===== config.mk =====
export PLATFORM = sky130hd
export DESIGN_NAME = wishbone_register_slave_flat
export DESIGN_NICKNAME = d
export VERILOG_FILES = /design/src/rtl/wishbone_register_slave_if.sv /design/src/rtl/wishbone_register_slave.sv /design/src/flat_wrapper.sv
export SDC_FILE = /design/constraint.sdc
export NUM_CORES = 1
export LEC_CHECK = 0
export CAP_MARGIN = 20
export CORE_UTILIZATION = 45
export CTS_BUF_LIST = sky130_fd_sc_hd__clkbuf_4 sky130_fd_sc_hd__clkbuf_8
export DETAILED_ROUTE_END_ITERATION = 12
export PLACE_DENSITY = 0.6
export SYNTH_ARGS = -nofsm -noshare
export SYNTH_HDL_FRONTEND = slang
export SYNTH_SLANG_ARGS = --single-unit
export TNS_END_PERCENT = 30

===== constraint.sdc =====
create_clock -name clk -period 33 [get_ports clk]
set_input_delay 4.95 -clock clk [delete_from_list [all_inputs] [get_ports clk]]
set_output_delay 4.95 -clock clk [all_outputs]
set_load 0.02 [all_outputs]

===== src/rtl/wishbone_register_slave_if.sv =====
// Wishbone classic bus bundle between a host master and a register slave.
// Signals: i_wbs_cyc/stb/we/sel/adr/dat toward the slave; o_wbs_dat/ack/err back.
interface wishbone_register_slave_if;
    logic        i_wbs_cyc;
    logic        i_wbs_stb;
    logic        i_wbs_we;
    logic [3:0]  i_wbs_sel;
    logic [31:0] i_wbs_adr;
    logic [31:0] i_wbs_dat;
    logic [31:0] o_wbs_dat;
    logic        o_wbs_ack;
    logic        o_wbs_err;

    modport slave (
        input  i_wbs_cyc, i_wbs_stb, i_wbs_we,
        input  i_wbs_sel, i_wbs_adr, i_wbs_dat,
        output o_wbs_dat, o_wbs_ack, o_wbs_err
    );

    modport master (
        output i_wbs_cyc, i_wbs_stb, i_wbs_we,
        output i_wbs_sel, i_wbs_adr, i_wbs_dat,
        input  o_wbs_dat, o_wbs_ack, o_wbs_err
    );
endinterface


===== src/rtl/wishbone_register_slave.sv =====
// Wishbone classic register-bank slave with configurable wait states.
// Ports: clk, rst (async, active-high), wbs (slave modport), o_wr_count.
// Define WB_SLAVE_ERR_EN to terminate out-of-range accesses with err.
module wishbone_register_slave #(
    parameter logic [31:0] ADDR_BASE   = 32'h0000_0000,
    parameter int          REG_COUNT   = 16,
    parameter int          WAIT_STATES = 1
) (
    input  logic                  clk,
    input  logic                  rst,
    wishbone_register_slave_if.slave wbs,
    output logic [15:0]           o_wr_count
);
    localparam int IW = $clog2(REG_COUNT);

`ifdef WB_SLAVE_ERR_EN
    localparam bit ERR_EN = 1'b1;
`else
    localparam bit ERR_EN = 1'b0;
`endif

    typedef enum logic [1:0] {
        S_IDLE,
        S_WAIT,
        S_RESP
    } state_t;

    state_t          state_q;
    logic [3:0]      cnt_q;
    logic [IW-1:0]   idx_q;
    logic            hit_q;
    logic            we_q;
    logic [3:0]      sel_q;
    logic [31:0]     wdat_q;
    logic            ack_q;
    logic            err_q;
    logic [31:0]     rdat_q;
    logic [15:0]     wr_count_q;
    logic [31:0]     regs_q [1:REG_COUNT-1];

    // Address decode of the live bus request.
    logic [29:0]     word_d;
    logic            hit_d;
    logic [IW-1:0]   idx_d;

    assign word_d = 30'((wbs.i_wbs_adr - ADDR_BASE) >> 2);
    assign hit_d  = word_d < 30'(REG_COUNT);
    assign idx_d  = word_d[IW-1:0];

    // RESP is entered from IDLE (zero wait states) using the live decode,
    // or from WAIT using the latched one.
    logic            cur_hit;
    logic [IW-1:0]   cur_idx;
    logic            cur_we;
    logic            rsp_ack_d;
    logic            rsp_err_d;
    logic [31:0]     rsp_dat_d;

    always_comb begin
        cur_hit = hit_q;
        cur_idx = idx_q;
        cur_we  = we_q;
        if (state_q == S_IDLE) begin
            cur_hit = hit_d;
            cur_idx = idx_d;
            cur_we  = wbs.i_wbs_we;
        end
    end

    always_comb begin
        rsp_ack_d = cur_hit || !ERR_EN;
        rsp_err_d = !cur_hit && ERR_EN;
        rsp_dat_d = 32'h0;
        if (!cur_we && cur_hit) begin
            if (cur_idx == '0) begin
                rsp_dat_d = {8'(REG_COUNT), 4'(WAIT_STATES), 4'h0, wr_count_q};
            end else begin
                for (int j = 1; j < REG_COUNT; j++) begin
                    if (cur_idx == IW'(j)) begin
                        rsp_dat_d = regs_q[j];
                    end
                end
            end
        end
    end

    always_ff @(posedge clk or posedge rst) begin
        if (rst) begin
            state_q    <= S_IDLE;
            cnt_q      <= 4'h0;
            idx_q      <= '0;
            hit_q      <= 1'b0;
            we_q       <= 1'b0;
            sel_q      <= 4'h0;
            wdat_q     <= 32'h0;
            ack_q      <= 1'b0;
            err_q      <= 1'b0;
            rdat_q     <= 32'h0;
            wr_count_q <= 16'h0;
            for (int j = 1; j < REG_COUNT; j++) begin
                regs_q[j] <= 32'h0;
            end
        end else begin
            unique case (state_q)
                S_IDLE: begin
                    if (wbs.i_wbs_cyc && wbs.i_wbs_stb && !ack_q && !err_q) begin
                        idx_q  <= idx_d;
                        hit_q  <= hit_d;
                        we_q   <= wbs.i_wbs_we;
                        sel_q  <= wbs.i_wbs_sel;
                        wdat_q <= wbs.i_wbs_dat;
                        if (WAIT_STATES == 0) begin
                            state_q <= S_RESP;
                            ack_q   <= rsp_ack_d;
                            err_q   <= rsp_err_d;
                            rdat_q  <= rsp_dat_d;
                        end else begin
                            state_q <= S_WAIT;
                            cnt_q   <= 4'(WAIT_STATES - 1);
                        end
                    end
                end
                S_WAIT: begin
                    if (!wbs.i_wbs_cyc) begin
                        state_q <= S_IDLE;
                    end else if (cnt_q == 4'h0) begin
                        state_q <= S_RESP;
                        ack_q   <= rsp_ack_d;
                        err_q   <= rsp_err_d;
                        rdat_q  <= rsp_dat_d;
                    end else begin
                        cnt_q <= cnt_q - 4'h1;
                    end
                end
                S_RESP: begin
                    state_q <= S_IDLE;
                    ack_q   <= 1'b0;
                    err_q   <= 1'b0;
                    rdat_q  <= 32'h0;
                    // Index 0 is read-only; an empty sel changes nothing.
                    if (we_q && hit_q && idx_q != '0 && sel_q != 4'h0) begin
                        for (int j = 1; j < REG_COUNT; j++) begin
                            if (idx_q == IW'(j)) begin
                                for (int b = 0; b < 4; b++) begin
                                    if (sel_q[b]) begin
                                        regs_q[j][8*b +: 8] <= wdat_q[8*b +: 8];
                                    end
                                end
                            end
                        end
                        if (wr_count_q != 16'hFFFF) begin
                            wr_count_q <= wr_count_q + 16'h1;
                        end
                    end
                end
                default: begin
                    state_q <= S_IDLE;
                end
            endcase
        end
    end

    assign wbs.o_wbs_ack = ack_q;
    assign wbs.o_wbs_err = err_q;
    assign wbs.o_wbs_dat = rdat_q;
    assign o_wr_count    = wr_count_q;
endmodule


===== src/flat_wrapper.sv =====
// flat-port wrapper written by rule: the top's interface ports become plain ports
module wishbone_register_slave_flat 
#(
    parameter logic [31:0] ADDR_BASE   = 32'h0000_0000,
    parameter int          REG_COUNT   = 16,
    parameter int          WAIT_STATES = 1
)
  (clk, rst, o_wr_count, wbs_i_wbs_cyc, wbs_i_wbs_stb, wbs_i_wbs_we, wbs_i_wbs_sel, wbs_i_wbs_adr, wbs_i_wbs_dat, wbs_o_wbs_dat, wbs_o_wbs_ack, wbs_o_wbs_err);
  wishbone_register_slave_if wbs_i ();
  input  logic clk;
  input  logic rst;
  output logic [15:0] o_wr_count;
  input wire logic [$bits(wbs_i.i_wbs_cyc)-1:0] wbs_i_wbs_cyc;
  input wire logic [$bits(wbs_i.i_wbs_stb)-1:0] wbs_i_wbs_stb;
  input wire logic [$bits(wbs_i.i_wbs_we)-1:0] wbs_i_wbs_we;
  input wire logic [$bits(wbs_i.i_wbs_sel)-1:0] wbs_i_wbs_sel;
  input wire logic [$bits(wbs_i.i_wbs_adr)-1:0] wbs_i_wbs_adr;
  input wire logic [$bits(wbs_i.i_wbs_dat)-1:0] wbs_i_wbs_dat;
  output wire logic [$bits(wbs_i.o_wbs_dat)-1:0] wbs_o_wbs_dat;
  output wire logic [$bits(wbs_i.o_wbs_ack)-1:0] wbs_o_wbs_ack;
  output wire logic [$bits(wbs_i.o_wbs_err)-1:0] wbs_o_wbs_err;
  assign wbs_i.i_wbs_cyc = wbs_i_wbs_cyc;
  assign wbs_i.i_wbs_stb = wbs_i_wbs_stb;
  assign wbs_i.i_wbs_we = wbs_i_wbs_we;
  assign wbs_i.i_wbs_sel = wbs_i_wbs_sel;
  assign wbs_i.i_wbs_adr = wbs_i_wbs_adr;
  assign wbs_i.i_wbs_dat = wbs_i_wbs_dat;
  assign wbs_o_wbs_dat = wbs_i.o_wbs_dat;
  assign wbs_o_wbs_ack = wbs_i.o_wbs_ack;
  assign wbs_o_wbs_err = wbs_i.o_wbs_err;
  wishbone_register_slave #(.ADDR_BASE(ADDR_BASE), .REG_COUNT(REG_COUNT), .WAIT_STATES(WAIT_STATES)) u_core (.clk(clk), .rst(rst), .wbs(wbs_i), .o_wr_count(o_wr_count));
endmodule

Word-level counts from Yosys, hierarchy flattened --
Cells that the tools add are included.
Storage, ports and cells: output and inout bits 50, input bits 73, register bits after elaboration 578
Cells by class: $add $sub $neg 2, multiplexer cells 37, order comparisons 1, reduce and logical (&&, ||, !) cells 82, eq/ne operators 38
Operators with widths (number):
- two-way mux 32 bit | 19
- AND reduction 4 bit | 61
- == test 4 bit (second input constant) | 16
- case mux 32 bit (2 select lines) | 1
- == test 4 x 3 -> 1 bit (second input constant) | 8
- < comparator 30 x 5 -> 1 bit (second input constant) | 1
- adder 16 x 1 -> 16 bit (second input constant) | 1
- == test 4 x 2 -> 1 bit (second input constant) | 4
- two-way mux 4 bit | 4
- inequality test 16 bit (second input constant) | 1
- == test 4 x 1 -> 1 bit (second input constant) | 2
- zero test 4 bit | 2
- case mux 4 bit (2 select lines) | 1
- nonzero test 4 bit | 2
- logical AND 1 bit | 7
- two-way mux 1 bit | 6
- two-way mux 2 bit | 3
- inequality test 2 bit (second input constant) | 3
- AND reduction 3 bit | 2
- case mux 1 bit (2 select lines) | 2
- case mux 2 bit (2 select lines) | 1
- AND reduction 2 bit | 2
- nonzero test 2 bit | 2
- subtractor 4 x 1 -> 4 bit (second input constant) | 1
- 6 further kinds | 8

Longest topological paths before layout --
word-level depth 23, depth in mapped cells 11, mapped depth without buffers 9

Worst setup path before layout --
Ideal clock, no wire load.
kind input-to-reg, from input port wbs_i_wbs_adr[2], to register u_core.rdat_q[12] (netlist: u_core.wbs.o_wbs_dat[12]), path slack 26.301 ns, arrival 6.573 ns, stages on the path 8, path through or3b_1 and2_1 clkbuf_1 clkbuf_1 a21oi_1 o221ai_1 a221o_1 a221o_1
Between the ends: word-level cells in the longest chain between the ends 22, elaborated cells between the ends (all ways) 40, those cells by class order compare: 1; eq/ne: 15; mux: 22; reduce/logical: 2
Ends and longest elaborated chain:
- start: declaration | line flat_wrapper.sv:17 | input wire logic [$bits(wbs_i.i_wbs_adr)-1:0] wbs_i_wbs_adr;
- two-way mux 4 bit | line wishbone_register_slave.sv:63 | if (state_q == S_IDLE) begin
- == test 4 x 1 -> 1 bit | line wishbone_register_slave.sv:79 | if (cur_idx == IW'(j)) begin
- two-way mux 32 bit (15 in a row) | line wishbone_register_slave.sv:79
- two-way mux 32 bit | line wishbone_register_slave.sv:75 | if (cur_idx == '0) begin
- two-way mux 32 bit (*) | line wishbone_register_slave.sv:74 | if (!cur_we && cur_hit) begin
- two-way mux 32 bit (*) | line wishbone_register_slave.sv:126 | end else if (cnt_q == 4'h0) begin
- two-way mux 32 bit (*) | line wishbone_register_slave.sv:124 | if (!wbs.i_wbs_cyc) begin
- case mux 32 bit (2 select lines) (*) | line wishbone_register_slave.sv:104 | unique case (state_q)
- end signal: assignment | line wishbone_register_slave.sv:116 | rdat_q <= rsp_dat_d;
- end signal: assignment | line wishbone_register_slave.sv:130 | rdat_q <= rsp_dat_d;
- end: declaration | line wishbone_register_slave.sv:37 | logic [31:0] rdat_q;
Every way passes the cells marked *; elsewhere a longest branch is shown, timed or not. The select of a mux whose other input is x is not followed. A chain may end at the register's enable or synchronous reset.

Worst setup path after layout --
from input port wbs_i_wbs_adr[2], to register u_core.rdat_q[2] (netlist: u_core.wbs.o_wbs_dat[2])
The elaborated chain is that of the path after synthesis.

==> impl_metrics.ini <==
[placement]
gp_congestion = 0.866
io_buffers = 119
dp_hpwl_mm = 49.9
placed_area_um2 = 28000
dp.cells = 2926

[critical_path]
critPathRequiredTime_ns = 33.56
timing.rr.start = u_core.state_q[0]$_DFFE_PP0P_
worstSetupEndpointType = flip-flop
r2r-end = u_core.wbs.o_wbs_dat[5]$_DFFE_PP0P_
crit_chain = clkdlybuf4s50_1, or4b_1, o21ai_4, buf_4, nand2_1, o22ai_1, nor3_1, a221oi_1, o31ai_1
critical_path_class = in -> reg
crit_fanout = 45
crit_slowest_cell = buf_4
worst-path-buf-inv = 2
worst_setup_path_startpoint = wbs_i_wbs_adr[2]
r2r_slack_ns = 28.83
crit_arrival_ns = 8.71
slowest_delay_ns = 0.71
reg2reg_depth = 8
critPathTopFamily = simple AND/OR/NAND/NOR gates
worstSetupStartpointType = primary input

[global_route]
grt_pass1_wl_mm = 123
grt-ovfl-total = 0
antenna_found_initial = 2
grt_pass1_vias = 19800
grt.total_usage = 0.277
grt_max_degree = 173

[route]
drt-initial-drc-count = 1944
vias = 19100
first_pass_iters = 6
post_drt_wl_per_cell_um = 26.2
drc = 0
antenna_left = 0
vias_per_cell = 6.17
drt_wl_total_mm = 81.2

[floorplan]
ios = 123
row_count = 87
design.core.area_um2 = 56800
dieArea_um2 = 59000
start_util = 0.460
chipHeight_um = 243
die_w_um = 243

[sta]
setup_viol = 0
maxSlewHeadroom = 0.199
min_period_ns = 8.15
timing.final.crit_share = 0.247
slew_viol_final = 0
worst_slew_pin_slew_ns = 1.20
hold_slack_ns = 0.481
setup_tns_ns = 0
rsz0062_at_grt = false
fmax_mhz = 123
hold_violations = 0
fin_worst_skew_ns = 0.0308

[clocking]
cts-buffers-inserted = 98
clk_latency_ns = 0.69
path_clk_slew_ns = 0.06
cts_tree = built
cts_max_level = 3
clockBufferDepth = 3
cts_resized = 0
cts_sinks = 577
cts_setup_buffers = 0
postCtsHoldBufs = 0
clock-root-buffer = clkbuf_8

[pwr]
power.density_nw_per_um2 = 63.7
leakage_nw = 14.0
finalPower_mw = 1.91
max-vdd-ir-drop_uv = 35.3

[finish]
fillCellCount = 5010
layout-drive-gt1-share = 0.308
syn_to_final_growth_pct = 15.0
fin_nets = 2348
stdcell_count = 3095
postLayoutCellArea_um2 = 30000

[synth]
ys_ff_latch = 577
synth_nets = 2231
synthArstFlopShare = 1.00
synth_warnings = 0
synth_top_area_cell = dfrtp_1
ys_top_cells_by_area = dfrtp_1 (55%), mux2_2 (21%), nand2_1 (3.5%), o21ai_0 (1.7%), a21oi_1 (1.6%)
post_synth_num_cell_types = 73
ys.flop_type = dfrtp_1
postSynthAreaPerCell_um2 = 12.1
synth_edf_count = 0
syn-cell-area_um2 = 26100
ys_seq_area_frac = 0.553
synthesis.instances = 2155
synth_top_area_frac = 0.553

[job]
cap_violations = 0

[hold_path]
min_path_type = reg -> reg
min_from = u_core.wbs.o_wbs_dat[26]$_DFFE_PP0P_
min_to = u_core.wbs.o_wbs_dat[26]$_DFFE_PP0P_
whs_path_depth = 2

[run_status]
outcome = complete, no violations
## sequential cells by signal, indices dropped and copies added, names as in the netlist
name,flops
u_core.wdat_q,32
u_core.wbs.o_wbs_ack,1
u_core.we_q,1
u_core.o_wr_count,16
u_core.hit_q,1
u_core.wbs.o_wbs_dat,32
u_core.sel_q,4
u_core.regs_q,480
u_core.idx_q,4
u_core.state_q,2
u_core.cnt_q,4
## Yosys cell counts (all sizes together) (4+ instances only)
| master | instances |
|---|---|
| dfrtp | 577 |
| mux2 | 488 |
| nand2 | 249 |
| o21ai | 104 |
| nor2 | 97 |
| a21oi | 87 |
| clkbuf | 75 |
| buf | 62 |
| o22ai | 50 |
| a22oi | 44 |
| a221oi | 32 |
| a211oi | 30 |
| o221ai | 30 |
| nor3 | 19 |
| a222oi | 18 |
| a22o | 15 |
| nand3 | 13 |
| mux2i | 12 |
| a221o | 11 |
| a31oi | 9 |
| a32oi | 9 |
| nor4 | 9 |
| xor2 | 9 |
| xnor2 | 8 |
| inv | 7 |
| nand4 | 7 |
| o31ai | 7 |
| and2 | 6 |
| nand2b | 6 |
| o211ai | 6 |
| a211o | 5 |
| a21boi | 4 |
| a21o | 4 |
| o21a | 4 |
| or4b | 4 |
## tightest hold or removal path, stage by stage, from the launching register on
cell and delay [ns]:
dfrtp_1 0.34, nand2_1 0.04, o21ai_0 0.06
## layout make-up
| type | count | area, um2 | share of cell area |
|---|---|---|---|
| antenna | 1 | 2.50 | 0.0000833 |
| multi-input combinational | 1434 | 11100 | 0.370 |
| clock buffer | 162 | 1990 | 0.0663 |
| clock inverter | 4 | 25.0 | 0.000833 |
| inverter | 7 | 33.8 | 0.00112 |
| sequential | 577 | 14400 | 0.481 |
| tap | 756 | 946 | 0.0315 |
| timing repair buffer | 154 | 1490 | 0.0495 |
## layout by cell type, fill, tap and decap left out, types with 30 or more instances in the layout
cell / Yosys / layout
a221oi_1: 32 / 32
o21ai_0: 90 / 90
a211oi_1: 30 / 30
nand2_1: 247 / 246
clkdlybuf4s50_1: 0 / 119
a22oi_1: 44 / 44
o22ai_1: 49 / 49
dfrtp_1: 577 / 577
o221ai_1: 30 / 30
buf_4: 9 / 33
clkbuf_8: 0 / 124
clkbuf_4: 0 / 38
mux2_2: 488 / 488
a21oi_1: 86 / 85
nor2_1: 93 / 90
## worst max path at each step
| stage | to | slack [ns] | cells past startpoint |
|---|---|---|---|
| floorplan | u_core.cnt_q[0]$_DFFE_PP0P_ | 11.91 | 1 |
| detailed placement | u_core.wbs.o_wbs_dat[2]$_DFFE_PP0P_ | 24.22 | 9 |
| global placement | u_core.wbs.o_wbs_dat[2]$_DFFE_PP0P_ | 24.26 | 9 |
| global route | u_core.wbs.o_wbs_dat[2]$_DFFE_PP0P_ | 24.76 | 9 |
| finish | u_core.wbs.o_wbs_dat[2]$_DFFE_PP0P_ | 24.85 | 9 |
| CTS | u_core.wbs.o_wbs_dat[2]$_DFFE_PP0P_ | 24.97 | 9 |
## metrics by stage
stage	setup slack [ns]	utilization
global route	24.76	0.528
detailed placement	24.22	0.492
floorplan	11.91	-
finish	24.85	0.528
global placement	24.26	0.492
CTS	24.97	0.528
## metal layers
metal | vias up | track usage | share of wire
li1 | 8210 | - | -
met1 | 9881 | 0.383 | 0.43
met4 | 2 | 0.112 | 0.032
met2 | 824 | 0.424 | 0.46
met3 | 170 | 0.0596 | 0.079
met5 | - | 0 | 0.00016
## report_power, final
| part | total [mW] | internal, mW | switching, mW |
|---|---|---|---|
| Combinational | 0.409 | 0.107 | 0.302 |
| Sequential | 0.843 | 0.733 | 0.110 |
| Clock | 0.662 | 0.376 | 0.286 |
| Total | 1.91 | 1.22 | 0.697 |
## logic make-up after synthesis
logic type,count (synthesis),synth area share
AOI/OAI and AO/OA,485,0.129
muxes,500,0.215
DFF,577,0.553
xor gates and xnor gates,17,0.00570
and+or+nand+nor,428,0.0703
buffers and inverters,144,0.0251
other,1,0.000144
adders and majority gates,3,0.00144
No activity file was read; power rests on OpenSTA's default activity.
==> patch 1 (same settings) <==
Make the reset (`rst`) synchronous in one clocked block. Comments in the files are not updated.
--- a/src/rtl/wishbone_register_slave.sv
+++ b/src/rtl/wishbone_register_slave.sv
@@ -85,5 +85,5 @@
     end
 
-    always_ff @(posedge clk or posedge rst) begin
+    always_ff @(posedge clk) begin
         if (rst) begin
             state_q    <= S_IDLE;
Function: not settled (the Yosys comparison gave no result); the edit may change what the design does.
==> patch 1 against the original RTL <==
Cell area shrank 0.83%; maximum frequency shrank 2.1%; synthesized area shrank 0.35%; sequential cell count is the same; routed wire length grew 3.5%; utilization shrank 0.34 points; setup slack lost 0.18 ns.
Power is not compared: it rests on default switching activity, and its combinational part moved more than twofold at a synthesized area within 25%.
==> patch 1: results (changes against the original RTL) <==
----------------------------------------------------
[Global routing]
  Global-route wire length before repair ... 123 mm (-0.14%)
  Total track usage ... 0.284 (+0.00721)
  Pin count of the biggest net entering global routing ... 61 (-65%)

[Layout]
  Non-Clock Inverter Count ... 8 (+1)
  Number of buffers other than clock buffers in the final layout ... 151 (-1.9%)
  Net total in the final layout ... 2373 (+1.1%)
  Final design utilization ... 0.525 (-0.00335)
  Clock buffers and inverters, area share ... 0.0641 (-0.00310)
  CLK BUF ... 140 (-14%)
  Fillers ... 4871 (-2.8%)
  Combined area of the multi-input logic cells ... 9110 µm² (-18%)
  Non-clock buffer contribution to total cell area ... 0.0480 (-0.00152)
  Proportion of layout cells with a drive suffix above 1 ... 0.0922 (-0.215)
  Number of combinational gates with multiple inputs ... 1463 (+2.0%)

[Logic synthesis]
  Post-Syn Area per Cell ... 11.8 µm² (-2.3%)
  Sequential-to-total area share from yosys stat ... 0.628 (+0.0756)
  Largest cells by area after synthesis ... sky130_fd_sc_hd__edfxtp_1 55%, sky130_fd_sc_hd__and2_1 12%, sky130_fd_sc_hd__dfxtp_1 7.5%, sky130_fd_sc_hd__nand2_1 2.5%, sky130_fd_sc_hd__a21oi_1 2.2%
  EDFF count, synth ... 480 (+480)

[Outcome]
  Status ... finished, final reports clean

[Critical path]
  Slowest cell on the critical path ... sky130_fd_sc_hd__clkdlybuf4s50_1
  Worst r2r src ... u_core.idx_q[0]
  Largest stage delay on the critical path ... 0.78 ns (+0.07 ns)
  Data arrival time at the worst-slack endpoint ... 8.91 ns (+0.20 ns)
  Critical path's top delay family ... compound AO/OA/AOI/OAI gates
  Worst R2R End ... u_core.wbs.o_wbs_dat[26]

[Drt]
  Routed wirelength normalized by instance count ... 26.8 µm (+2.2%)
  Detail-routed via count per cell ... 6.08 (-1.4%)
  Number of vias in the routed layout ... 19100 (-0.18%)
  Pre-Repair DR Iteration Count ... 8 (+2)

[Floorplan]
  Total die area ... 58800 µm² (-0.35%)

[Placed design]
  GPL Wtd Cong ... 0.884 (+2.1%)

[Timing]
  Slew margin rel. ... 0.188 (-0.0109)

----------------------------------------------------
## patch 1: cell count changes in the layout (fill, tap and decap cells not counted), moves of 24 or more
cell / before / now
sky130_fd_sc_hd__a222oi_1: 18 / 52
sky130_fd_sc_hd__edfxtp_1: 0 / 480
sky130_fd_sc_hd__nand2_1: 246 / 175
sky130_fd_sc_hd__and2_1: 6 / 484
sky130_fd_sc_hd__o21bai_1: 0 / 60
sky130_fd_sc_hd__o22ai_1: 49 / 20
sky130_fd_sc_hd__clkinv_1: 0 / 24
sky130_fd_sc_hd__dfrtp_1: 577 / 0
sky130_fd_sc_hd__dfxtp_1: 0 / 97
sky130_fd_sc_hd__nor2_1: 90 / 139
sky130_fd_sc_hd__o21ai_0: 90 / 49
sky130_fd_sc_hd__mux2_2: 488 / 1
sky130_fd_sc_hd__a21oi_1: 85 / 112
## patch 1: power groups by stage
stage          clock [µW]  combinational (µW)  sequential (µW)
2_1_floorplan           0                60.1              831
3_3_place_gp            0                98.9              843
3_5_place_dp            0                 100              844
4_1_cts               645                 101              829
5_1_grt               674                 108              832
6_report              640                 102              830
## patch 1: how the worst min path moves through the flow
stage | slack (ns) | from | end
after floorplan | 0.44 | u_core.we_q | u_core.we_q
after global placement | 0.44 | u_core.wbs.o_wbs_dat[27] | u_core.wbs.o_wbs_dat[27]
after detailed placement | 0.44 | u_core.wbs.o_wbs_dat[29] | u_core.wbs.o_wbs_dat[29]
after CTS | 0.45 | u_core.wbs.o_wbs_dat[12] | u_core.wbs.o_wbs_dat[12]
after global routing | 0.47 | u_core.wbs.o_wbs_dat[29] | u_core.wbs.o_wbs_dat[29]
final | 0.45 | u_core.wbs.o_wbs_dat[12] | u_core.wbs.o_wbs_dat[12]
## patch 1: logic make-up after synthesis
| family | after synthesis | share of synthesized area |
|---|---|---|
| other | 1 | 0.000144 |
| AOI/OAI and AO/OA | 519 | 0.145 |
| muxes | 6 | 0.00236 |
| DFF | 577 | 0.628 |
| xor gates and xnor gates | 12 | 0.00404 |
| and+or+nand+nor | 922 | 0.193 |
| adders and majority gates | 3 | 0.00144 |
| buffers and inverters | 158 | 0.0257 |
## patch 1: per-layer routing
| layer | up-vias | part of all wire | GRT usage |
|---|---|---|---|
| li1 | 8375 | - | - |
| met1 | 9472 | 0.41 | 0.382 |
| met2 | 1031 | 0.45 | 0.445 |
| met3 | 174 | 0.096 | 0.0641 |
| met4 | 0 | 0.035 | 0.117 |
| met5 | - | 0 | 0 |
## patch 1: tightest hold or removal path, delay by kind of cell (launching register included)
kind             cells  cell delay [ns]
AO/OA/AOI/OAI        1             0.05
flip-flops           1             0.31
AND/OR/NAND/NOR      1             0.05
==> patch 2 (same flow settings) <==
Without the edit above. Add a define of `WB_SLAVE_ERR_EN`.
--- a/src/rtl/wishbone_register_slave.sv
+++ b/src/rtl/wishbone_register_slave.sv
@@ -2,4 +2,6 @@
 // Ports: clk, rst (async, active-high), wbs (slave modport), o_wr_count.
 // Define WB_SLAVE_ERR_EN to terminate out-of-range accesses with err.
+`define WB_SLAVE_ERR_EN
+
 module wishbone_register_slave #(
     parameter logic [31:0] ADDR_BASE   = 32'h0000_0000,
Check against the original RTL: not settled (the Yosys comparison gave no result); the edit may change what the design does.
==> patch 2 against the original RTL <==
Synthesized area grew 0.88%; total power is 5.3% higher; combinational power rose by 18%; setup slack worse by 0.37 ns; count of clock-buffer cells in the layout is 1 lower; utilization fell by 0.13 points; sequential cell count is 1 higher; routed wire length is 6.9% higher; cell area grew 1.5%; synthesized cell count shrank 0.65%.
==> patch 2: results (changes against the original RTL) <==
----------------------------------------------------
[Drt]
  Detailed Route Iter0 Violations ... 1986 (+2.2%)
  Routed wirelength normalized by instance count ... 28.0 µm (+6.6%)
  Pre-Repair DR Iteration Count ... 5 (-1)

[Critical path]
  Slowest cell on the critical path ... sky130_fd_sc_hd__nand2_1
  Crit path max fanout ... 14 (-69%)
  Worst Reg-to-Reg Cells ... 7 (-1)
  Largest stage delay on the critical path ... 0.89 ns (+0.18 ns)
  Critical path's top delay family ... compound AO/OA/AOI/OAI gates
  R2r setup slk ... 28.79 ns (-0.04 ns)
  Critical Path Start ... wbs_i_wbs_adr[4]
  CP endpoint ... u_core.wbs.o_wbs_dat[13]

[Logic synthesis]
  Sequential-to-total area share from yosys stat ... 0.549 (-0.00385)
  Nets in the synthesized netlist ... 2217 (-0.63%)
  Post-Syn Area per Cell ... 12.3 µm² (+1.5%)
  Most frequent cells after synthesis ... 578 x sky130_fd_sc_hd__dfrtp_1, 528 x sky130_fd_sc_hd__mux2_2, 130 x sky130_fd_sc_hd__nand2_1, 122 x sky130_fd_sc_hd__a21oi_1, 95 x sky130_fd_sc_hd__o21ai_0
  Largest cells by area after synthesis ... sky130_fd_sc_hd__dfrtp_1 55%, sky130_fd_sc_hd__mux2_2 23%, sky130_fd_sc_hd__a21oi_1 2.3%, sky130_fd_sc_hd__nand2_1 1.9%, sky130_fd_sc_hd__o21ai_0 1.8%

[Global routing]
  Total track usage ... 0.296 (+0.0185)
  Pin count of the biggest net entering global routing ... 189 (+9.2%)
  Global-route track usage on met2 ... 0.459 (+0.0349)

[Placed design]
  Count of placed standard cells including taps ... 2932 (+0.21%)
  Port bufs ... 120 (+0.84%)
  GPL Wtd Cong ... 0.932 (+7.6%)
  HPWL after detailed placement ... 54.1 mm (+8.5%)

[Timing]
  Tightest Pin Transition ... 1.18 ns (-0.0135 ns)
  Worst clock skew ... 0.0358 ns (+0.00504 ns)

[Pwr]
  Worst VDD drop ... 0.0365 mV (+3.4%)
  Net switching power ... 760 µW (+9.1%)

[Clock network]
  Skew-Pair Late Insertion Delay ... 0.73 ns (+0.04 ns)

[Layout]
  Net total in the final layout ... 2345 (-0.13%)
  Fillers ... 4914 (-1.9%)

[Outcome]
  Status ... finished, final reports clean

----------------------------------------------------
==> patch 2: how the worst min path moves through the flow <==
stage,startpoint,end,cells past startpoint
2_1_floorplan,u_core.regs_q[17],u_core.regs_q[17],1
3_5_place_dp,u_core.wbs.o_wbs_dat[29],u_core.wbs.o_wbs_dat[29],2
6_report,u_core.wbs.o_wbs_dat[29],u_core.wbs.o_wbs_dat[29],2
3_3_place_gp,u_core.wbs.o_wbs_dat[29],u_core.wbs.o_wbs_dat[29],2
4_1_cts,u_core.wbs.o_wbs_dat[29],u_core.wbs.o_wbs_dat[29],2
5_1_grt,u_core.regs_q[264],u_core.regs_q[264],1
==> patch 2: final cells by class <==
class / count / area share
multi-input combinational: 1419 / 0.372
antenna: 1 / 0.0000821
clock buffer: 161 / 0.0659
clock inverter: 8 / 0.00185
inverter: 10 / 0.00148
sequential: 578 / 0.475
timing repair buffer: 162 / 0.0524
tap: 765 / 0.0314
==> patch 2: kinds of logic after synthesis <==
kind of cell | synth area share
adders and majority gates | 0.00142
buffers and inverters | 0.0238
xor gates and xnor gates | 0.00565
muxes | 0.230
AOI/OAI and AO/OA | 0.121
DFF | 0.549
and+or+nand+nor | 0.0695
==> patch 2: metrics by stage <==
stage / hold WS [ns] / utilization / area [µm²] / setup slack (ns)
2_1_floorplan: 0.474 / - / 26300 / 11.88
3_3_place_gp: 0.462 / 0.490 / 28300 / 23.97
3_5_place_dp: 0.465 / 0.491 / 28400 / 23.90
4_1_cts: 0.478 / 0.526 / 30400 / 24.63
5_1_grt: 0.514 / 0.527 / 30500 / 24.48
6_report: 0.468 / 0.527 / 30500 / 24.48
==> patch 2: worst min-delay path, cell delays in order, from the launching register on <==
cell	delay [ns]
sky130_fd_sc_hd__dfrtp_1	0.34
sky130_fd_sc_hd__nand2_1	0.05
sky130_fd_sc_hd__nand2_1	0.05
==> patch 2: power by group through the flow <==
stage / Combinational [µW] / Sequential, µW / Clock (µW)
2_1_floorplan: 315 / 778 / 0
3_3_place_gp: 464 / 861 / 0
3_5_place_dp: 471 / 865 / 0
4_1_cts: 472 / 853 / 686
5_1_grt: 501 / 864 / 716
6_report: 483 / 857 / 675
==> patch 2: layer usage <==
layer  vias to the layer above  wire length, µm
met2                       839            39700
met5                         -                0
met1                     10200            36900
met4                         0             3010
li1                       8233                -
met3                       192             7270
